<file path="config.mk">
export PLATFORM = sky130hd
export DESIGN_NAME = fifo_pop_referee
export DESIGN_NICKNAME = d
export VERILOG_FILES = /design/src/rtl/fifo_pop_referee.sv
export SDC_FILE = /design/constraint.sdc
export NUM_CORES = 1
export LEC_CHECK = 0
export CORE_MARGIN = 2
export CORE_UTILIZATION = 23
export CTS_CLUSTER_SIZE = 8
export DETAILED_ROUTE_END_ITERATION = 8
export HOLD_SLACK_MARGIN = 0.15
export PLACE_DENSITY_LB_ADDON = 0.15
export SYNTH_ARGS = -nofsm -noshare
export SYNTH_HDL_FRONTEND = slang
export SYNTH_SLANG_ARGS = --single-unit
export TNS_END_PERCENT = 1
</file>
<file path="constraint.sdc">
create_clock -name clk -period 3.9 [get_ports clk]
set_input_delay 0.78 -clock clk [delete_from_list [all_inputs] [get_ports clk]]
set_output_delay 0.78 -clock clk [all_outputs]
set_load 0.1 [all_outputs]
</file>
<file path="src/rtl/fifo_pop_referee.sv">
// Read-side referee: round-robin pops from four source FIFOs, routes each word to a destination FIFO by bits [DATA_W-1:DATA_W-2].
// Optional build macro STRICT_PRIORITY_EN selects fixed priority (source 0 highest) instead of round-robin.
module fifo_pop_referee #(
  parameter int unsigned DATA_W = 12,
  parameter int unsigned N_SRC  = 4
) (
  input  logic              clk,
  input  logic              reset,
  input  logic [3:0]        state,
  input  logic [N_SRC-1:0]  src_empty,
  input  logic [DATA_W-1:0] src_data0,
  input  logic [DATA_W-1:0] src_data1,
  input  logic [DATA_W-1:0] src_data2,
  input  logic [DATA_W-1:0] src_data3,
  input  logic [N_SRC-1:0]  dst_almost_full,
  output logic [N_SRC-1:0]  pop,
  output logic [N_SRC-1:0]  push,
  output logic [DATA_W-1:0] data_out,
  output logic              idle
);

  typedef enum logic [3:0] {
    ST_RESET  = 4'b0001,
    ST_INIT   = 4'b0010,
    ST_IDLE   = 4'b0100,
    ST_ACTIVE = 4'b1000
  } ctrl_state_e;

  logic [N_SRC-1:0]  eligible;
  logic [N_SRC-1:0]  grant;
  logic [1:0]        grant_idx;
  logic [1:0]        idx;
  logic              found;
  logic [1:0]        search_base;
  logic [1:0]        pop_idx;
  logic              s1_v;
  logic [1:0]        s1_sel;
  logic [DATA_W-1:0] s1_word;
  logic [N_SRC-1:0]  push_next;

  // Masking with the current pop stops a second pop before src_empty reflects the first.
  always_comb begin
    grant     = '0;
    grant_idx = '0;
    idx       = '0;
    found     = 1'b0;
    eligible  = ~src_empty & ~pop;
    if (state == ST_ACTIVE && dst_almost_full == '0) begin
      for (int unsigned i = 0; i < N_SRC; i++) begin
        idx = search_base + 2'(i);
        if (!found && eligible[idx]) begin
          found          = 1'b1;
          grant_idx      = idx;
          grant[idx]     = 1'b1;
        end
      end
    end
  end

`ifdef STRICT_PRIORITY_EN
  always_comb search_base = '0;
`else
  logic [1:0] rr_ptr;

  always_ff @(posedge clk or negedge reset) begin
    if (!reset)                  rr_ptr <= '0;
    else if (state == ST_RESET)  rr_ptr <= '0;
    else if (found)              rr_ptr <= grant_idx + 2'd1;
  end

  always_comb search_base = rr_ptr;
`endif

  always_comb begin
    pop_idx = '0;
    for (int unsigned i = 0; i < N_SRC; i++)
      if (pop[i]) pop_idx = 2'(i);
  end

  always_comb begin
    case (s1_sel)
      2'd0:    s1_word = src_data0;
      2'd1:    s1_word = src_data1;
      2'd2:    s1_word = src_data2;
      default: s1_word = src_data3;
    endcase
    push_next = '0;
    push_next[s1_word[DATA_W-1 -: 2]] = 1'b1;
  end

  // Stage 0 is the registered pop; stage 1 waits for the source's registered data.
  always_ff @(posedge clk or negedge reset) begin
    if (!reset) begin
      pop      <= '0;
      push     <= '0;
      data_out <= '0;
      s1_v     <= 1'b0;
      s1_sel   <= '0;
      idle     <= 1'b1;
    end else if (state == ST_RESET) begin
      pop      <= '0;
      push     <= '0;
      data_out <= '0;
      s1_v     <= 1'b0;
      s1_sel   <= '0;
      idle     <= 1'b1;
    end else begin
      pop    <= grant;
      s1_v   <= |pop;
      s1_sel <= pop_idx;
      if (s1_v) begin
        data_out <= s1_word;
        push     <= push_next;
      end else begin
        push     <= '0;
      end
      idle <= (grant == '0) && (pop == '0) && (src_empty == '1);
    end
  end

endmodule

</file>
Word-level counts from Yosys, hierarchy flattened:

Cells that the tools add are included.

* register bits: 26
* output and inout bits: 21

* $add $sub $neg: 4
* order comparisons: 10
* equality and inequality tests: 5
* multiplexer cells: 53
* bitwise logic cells: 6
* reductions and logical operators: 21

Operators by type and width (count)
* $mux 4: 11
* $pmux 12 s3: 1
* $mux 12: 2
* $mux 1: 20
* $mux 2: 10
* $lt 2x3->1 const B: 5
* $logic_not 4->1: 3
* $or 4x4->4: 3
* $logic_and 1x1->1: 11
* $demux 1 s2: 5
* $ge 2x1->1 const B: 5
* $bmux 1 s2: 4
* $eq 4x4->1 const B: 2
* $not 4->4: 2
* $add 2x1->2 const B: 2
* $add 2x2->2 const B: 2
* $and 4x4->4: 1
* $eq 4x1->1 const B: 1
* $reduce_bool 2->1: 2
* $reduce_or 4->1: 1
* $logic_not 1->1: 3
* $eq 2x1->1 const B: 1
* $eq 2x2->1 const B: 1
* $logic_not 2->1: 1

Longest topological paths before layout:

* depth after elaboration: 22
* depth in mapped cells: 11
* mapped depth without buffers: 9

Worst setup path before layout:

OpenSTA, ideal clock, no wires.

* kind: register -> register
* start: register pop[2]
* end: register rr_ptr[1]
* library setup time: 0.120 ns
* data arrival time: 2.735 ns
* data required time: 3.780 ns
* setup slack: 1.046 ns
* cell stages (with the launch flop): 8
* path buffers: 0
* clock period less this slack: 2.854 ns
* path through: dfrtp_1 > nor2_1 > mux4_2 > or2_4 > o31a_1 > mux2i_1 > o41ai_1 > a31o_1

* longest elaborated chain between the ends: 21

RTL lines
* start: declaration: RTL line 16 `output logic [N_SRC-1:0] pop,`
* start signal: assignment: RTL line 108 `pop <= grant;`
* $not 4->4 *: RTL line 47 `eligible = ~src_empty & ~pop;`
* $and 4x4->4 *: RTL line 47
* $bmux 1 s2: RTL line 51 `if (!found && eligible[idx]) begin`
* $mux 1 (implied by the code): RTL line 51
* $mux 1: RTL line 51
* $mux 1: RTL line 48 `if (state == ST_ACTIVE && dst_almost_full == '0) begin`
* $logic_not 1->1: RTL line 51
* $logic_and 1x1->1: RTL line 51
* [... 5 more ...]
* $mux 1: RTL line 48
* $logic_not 1->1: RTL line 51
* $logic_and 1x1->1: RTL line 51
* $mux 2: RTL line 51
* $mux 2: RTL line 48
* $add 2x1->2: RTL line 68 `else if (found) rr_ptr <= grant_idx + 2'd1;`
* $mux 2: RTL line 68
* $mux 2: RTL line 67 `else if (state == ST_RESET) rr_ptr <= '0;`
* end signal: assignment: RTL line 68
* end: declaration: RTL line 63 `logic [1:0] rr_ptr;`

Mark *: on every way between the ends. The rest lies on a longest branch, timed or not. The select of a mux whose other input is x is not followed.
A chain may end at the register's enable or synchronous reset.

Final worst setup path:

* start: input src_empty[3]
* end: register rr_ptr[1]

* longest elaborated chain between the ends: 21

RTL lines
* start: declaration: RTL line 10 `input logic [N_SRC-1:0] src_empty,`
* $not 4->4 *: RTL line 47
* $and 4x4->4 *: RTL line 47
* $bmux 1 s2: RTL line 51
* $mux 1 (implied by the code): RTL line 51
* $mux 1: RTL line 51
* $mux 1: RTL line 48
* $logic_not 1->1: RTL line 51
* $logic_and 1x1->1: RTL line 51
* [... 5 more ...]
* $mux 1: RTL line 48
* $logic_not 1->1: RTL line 51
* $logic_and 1x1->1: RTL line 51
* $mux 2: RTL line 51
* $mux 2: RTL line 48
* $add 2x1->2: RTL line 68
* $mux 2: RTL line 68
* $mux 2: RTL line 67

Marks and branches as above.

==> key figures <==
Drt
  • DR iter-0 viols: 92
  • Vias: 1684
  • Routed WL: 5.228 mm
  • Drt wl/cell: 14.98 um
  • Routed Antenna Nets: 0
  • Drt first pass iters: 4
  • DRC viols: 0
  • Vias/cell: about 4.8

Pwr
  • Internal power: 0.4741 mW
  • P_sw: 0.2431 mW
  • Gate power share: 0.386
  • Leakage: 1.087 nW
  • Flop pwr share: 0.400
  • VDD IR max: between 150 and 200 uV
  • Sw Share: 0.3389
  • Clock power share: 0.213
  • Total Power: between 0.7 and 0.8 mW
  • P per Cell Area: 256.9 nW/um^2

Critical path
  • CP top delay family: multiplexers
  • Critical path endpoint category: flop
  • Critical path data required time: slightly above 4 ns
  • CP Launch Type: input port
  • Crit path kind: in2reg
  • Slowest CP cell: mux4_2
  • R2r setup slk: 1.13 ns
  • Cell breakdown of the critical path: clkdlybuf4s50_1, nor2_1, mux4_2, or2_4, o31a_1, mux2i_1, o41ai_1, a31o_1
  • Critical path's largest stage delay: 0.61 ns
  • Arrival time at the worst endpoint: 3.10 ns
  • Bufs and invs on worst path: 1
  • Crit path max fanout: 12

Placement
  • Post-Place Cells: about 350
  • IO Port Bufs: 82
  • DP Wirelength: 4.083 mm
  • Area after DPL: roughly 2700 sq um
  • Setup WS pre-CTS: 0.6861 ns
  • GP Congestion: 0.8444

Timing
  • Relative slew slack: 0.3221
  • Least-Margin Pin Slew: roughly 1.0 ns
  • Final hold viol count: 0
  • Final setup vio count: 0
  • Clk_skew: 0.008668 ns
  • F_max: about 340 MHz
  • Unrepaired setup endpoints after global routing: false
  • Final min period: ~2.9 ns
  • Slew Viols, Final: 0
  • Post-route setup slack: 0.9683 ns
  • Fin Setup TNS: 0 ns
  • Tcrit/Tclk final: 0.7517

Global routing
  • GRT Overall Usage: 0.1240
  • Largest net degree at the start of global routing: 27
  • First-pass GRT wire length: 8.542 mm
  • Vias in the first global route: 1707
  • Routing usage on met1: 0.1620
  • Gr busiest metal: met2
  • Initial antenna violation count: 0
  • Global Route met3 Usage: 0.02929
  • Gr ovfl total: 0
  • Global Route met2 Usage: 0.2159

Synth
  • Synthesized area: 1797 sq um
  • Synthesis Warnings: 0
  • Cell count after synthesis: about 170
  • Seq/Total Area, Yosys: 0.3628
  • Post-synth ARST share: 1.000
  • Syn_area_per_cell: between 10 and 15 sq um
  • Yosys reg bits: 26
  • Netlist cell types: 40
  • Post-synth top flop: dfrtp_1
  • Mapped Nets: about 240
  • Post-synth EDFFs: 0

Clock network
  • Clock tree buffer depth: 2
  • Resize count post-CTS: 0
  • CTS Sinks: 26
  • Post-CTS setup buffers: 0
  • H-tree Lvls: 1
  • Clk pin slew, worst setup/hold paths: 0.09 ns
  • Worst-skew pair later-pin latency: 0.27 ns
  • CTS buffer count: 3
  • Cts hold-fix bufs: 0
  • CTS root buf: clkbuf_8
  • CTS tree: done

Final layout
  • Final Cell Area: 2791 sq um
  • Area delta synth->final: 55.36%
  • # nets final: 317
  • Diode count: 0
  • Layout cells sized above 1: 0.1134
  • Area of the multi-input gates: 1097 sq um
  • Fill cells: 751
  • Post-Layout Cell Count: 349
  • Register area: 651.9 sq um

Floorplan
  • Row count: 32
  • I/O pins: 83
  • Core ar.: between 7000 and 8000 sq um
  • Initial core utilization: 0.2349
  • Die height: between 90 and 100 um
  • Die width: 92.39 um
  • Die area: 8535 sq um

Flow run
  • Max-cap viol count: 0

Hold path
  • Hold Crit Class: reg2reg

Run status
  • Outcome: finished clean
## logic make-up after synthesis
family | share of synthesized area
buffers and inverters | 0.02994
adder cells (fa/ha/maj) | 0.04874
AND/OR/NAND/NOR | 0.1504
flip-flops | 0.3628
multiplexers | 0.2660
AO/OA/AOI/OAI | 0.1421
## sequential cells by signal, indices dropped and copies added (netlist names)
register / cells
s1_v: 1
push: 4
rr_ptr: 2
s1_sel: 2
idle: 1
pop: 4
data_out: 12
## power groups by stage
stage | Combinational, mW | Clock [mW] | Sequential (mW)
2_1_floorplan | 0.0913 | 0 | 0.367
3_3_place_gp | 0.279 | 0 | 0.292
3_5_place_dp | 0.278 | 0 | 0.293
4_1_cts | 0.279 | 0.159 | 0.288
5_1_grt | 0.297 | 0.175 | 0.289
6_report | 0.277 | 0.153 | 0.287
## cell usage after synthesis (all sizes together), types with 3 or more instances
cell / n / area, sq um
a21oi: 5 / 25.02
a221oi: 4 / 35.03
a22oi: 4 / 30.03
buf: 3 / 12.51
clkbuf: 6 / 22.52
dfrtp: 25 / 625.6
ha: 7 / 87.58
inv: 5 / 18.77
mux2i: 14 / 140.1
mux4: 15 / 337.8
nand2: 5 / 18.77
nor2: 33 / 123.9
nor3: 3 / 15.01
o211ai: 3 / 22.52
or2: 5 / 33.78
## layout make-up
| cell class | instances | share of cell area |
|---|---|---|
| clock buffer | 4 | 0.01614 |
| multi-input combinational | 126 | 0.3931 |
| timing repair buffer | 86 | 0.3048 |
| tap | 102 | 0.04572 |
| sequential | 26 | 0.2335 |
| inverter | 5 | 0.006723 |
## placed cells by master, fill, tap and decap left out, drive strengths merged, types with 3 or more instances in the layout
master	n
nand2	5
a22oi	4
mux2i	14
clkdlybuf4s50	82
a221oi	4
nor2	33
inv	5
a21oi	5
dfrtp	25
ha	7
clkbuf	4
or2	5
mux4	15
nor3	3
buf	4
o211ai	3
## worst paths after layout
kind                       cells after the start                 endpoint               startpoint
setup / recovery                               8    rr_ptr[1]$_DFFE_PN0P_             src_empty[3]
hold / removal                                 2  data_out[7]$_DFFE_PN0P_  data_out[7]$_DFFE_PN0P_
setup reg to reg                               9    rr_ptr[1]$_DFFE_PN0P_    rr_ptr[1]$_DFFE_PN0P_
hold reg to reg                                2  data_out[7]$_DFFE_PN0P_  data_out[7]$_DFFE_PN0P_
max in group asynchronous                      2           idle$_DFF_PN1_                    reset
min in group asynchronous                      2  data_out[3]$_DFFE_PN0P_                    reset
## layer usage
metal,share of wire,up-vias
met5,0,-
met4,0.0025,0
met3,0.052,2
met2,0.52,56
met1,0.42,829
li1,-,797
## worst reg2reg max path, delay by kind of cell, from the launching register on
kind                       cells  cell delay, ns
adders and majority gates      1            0.46
AOI/OAI and AO/OA              6            1.65
DFF                            1            0.33
buffers and inverters          2            0.28
## through the flow
step	hold slack, ns	utilization
4_1_cts	0.5287	0.3650
5_1_grt	0.5654	0.3650
6_report	0.5215	0.3650
3_5_place_dp	0.5075	0.3591
3_3_place_gp	0.5058	0.3591
2_1_floorplan	0.4844	-
Power figures use the tool's default switching activity.
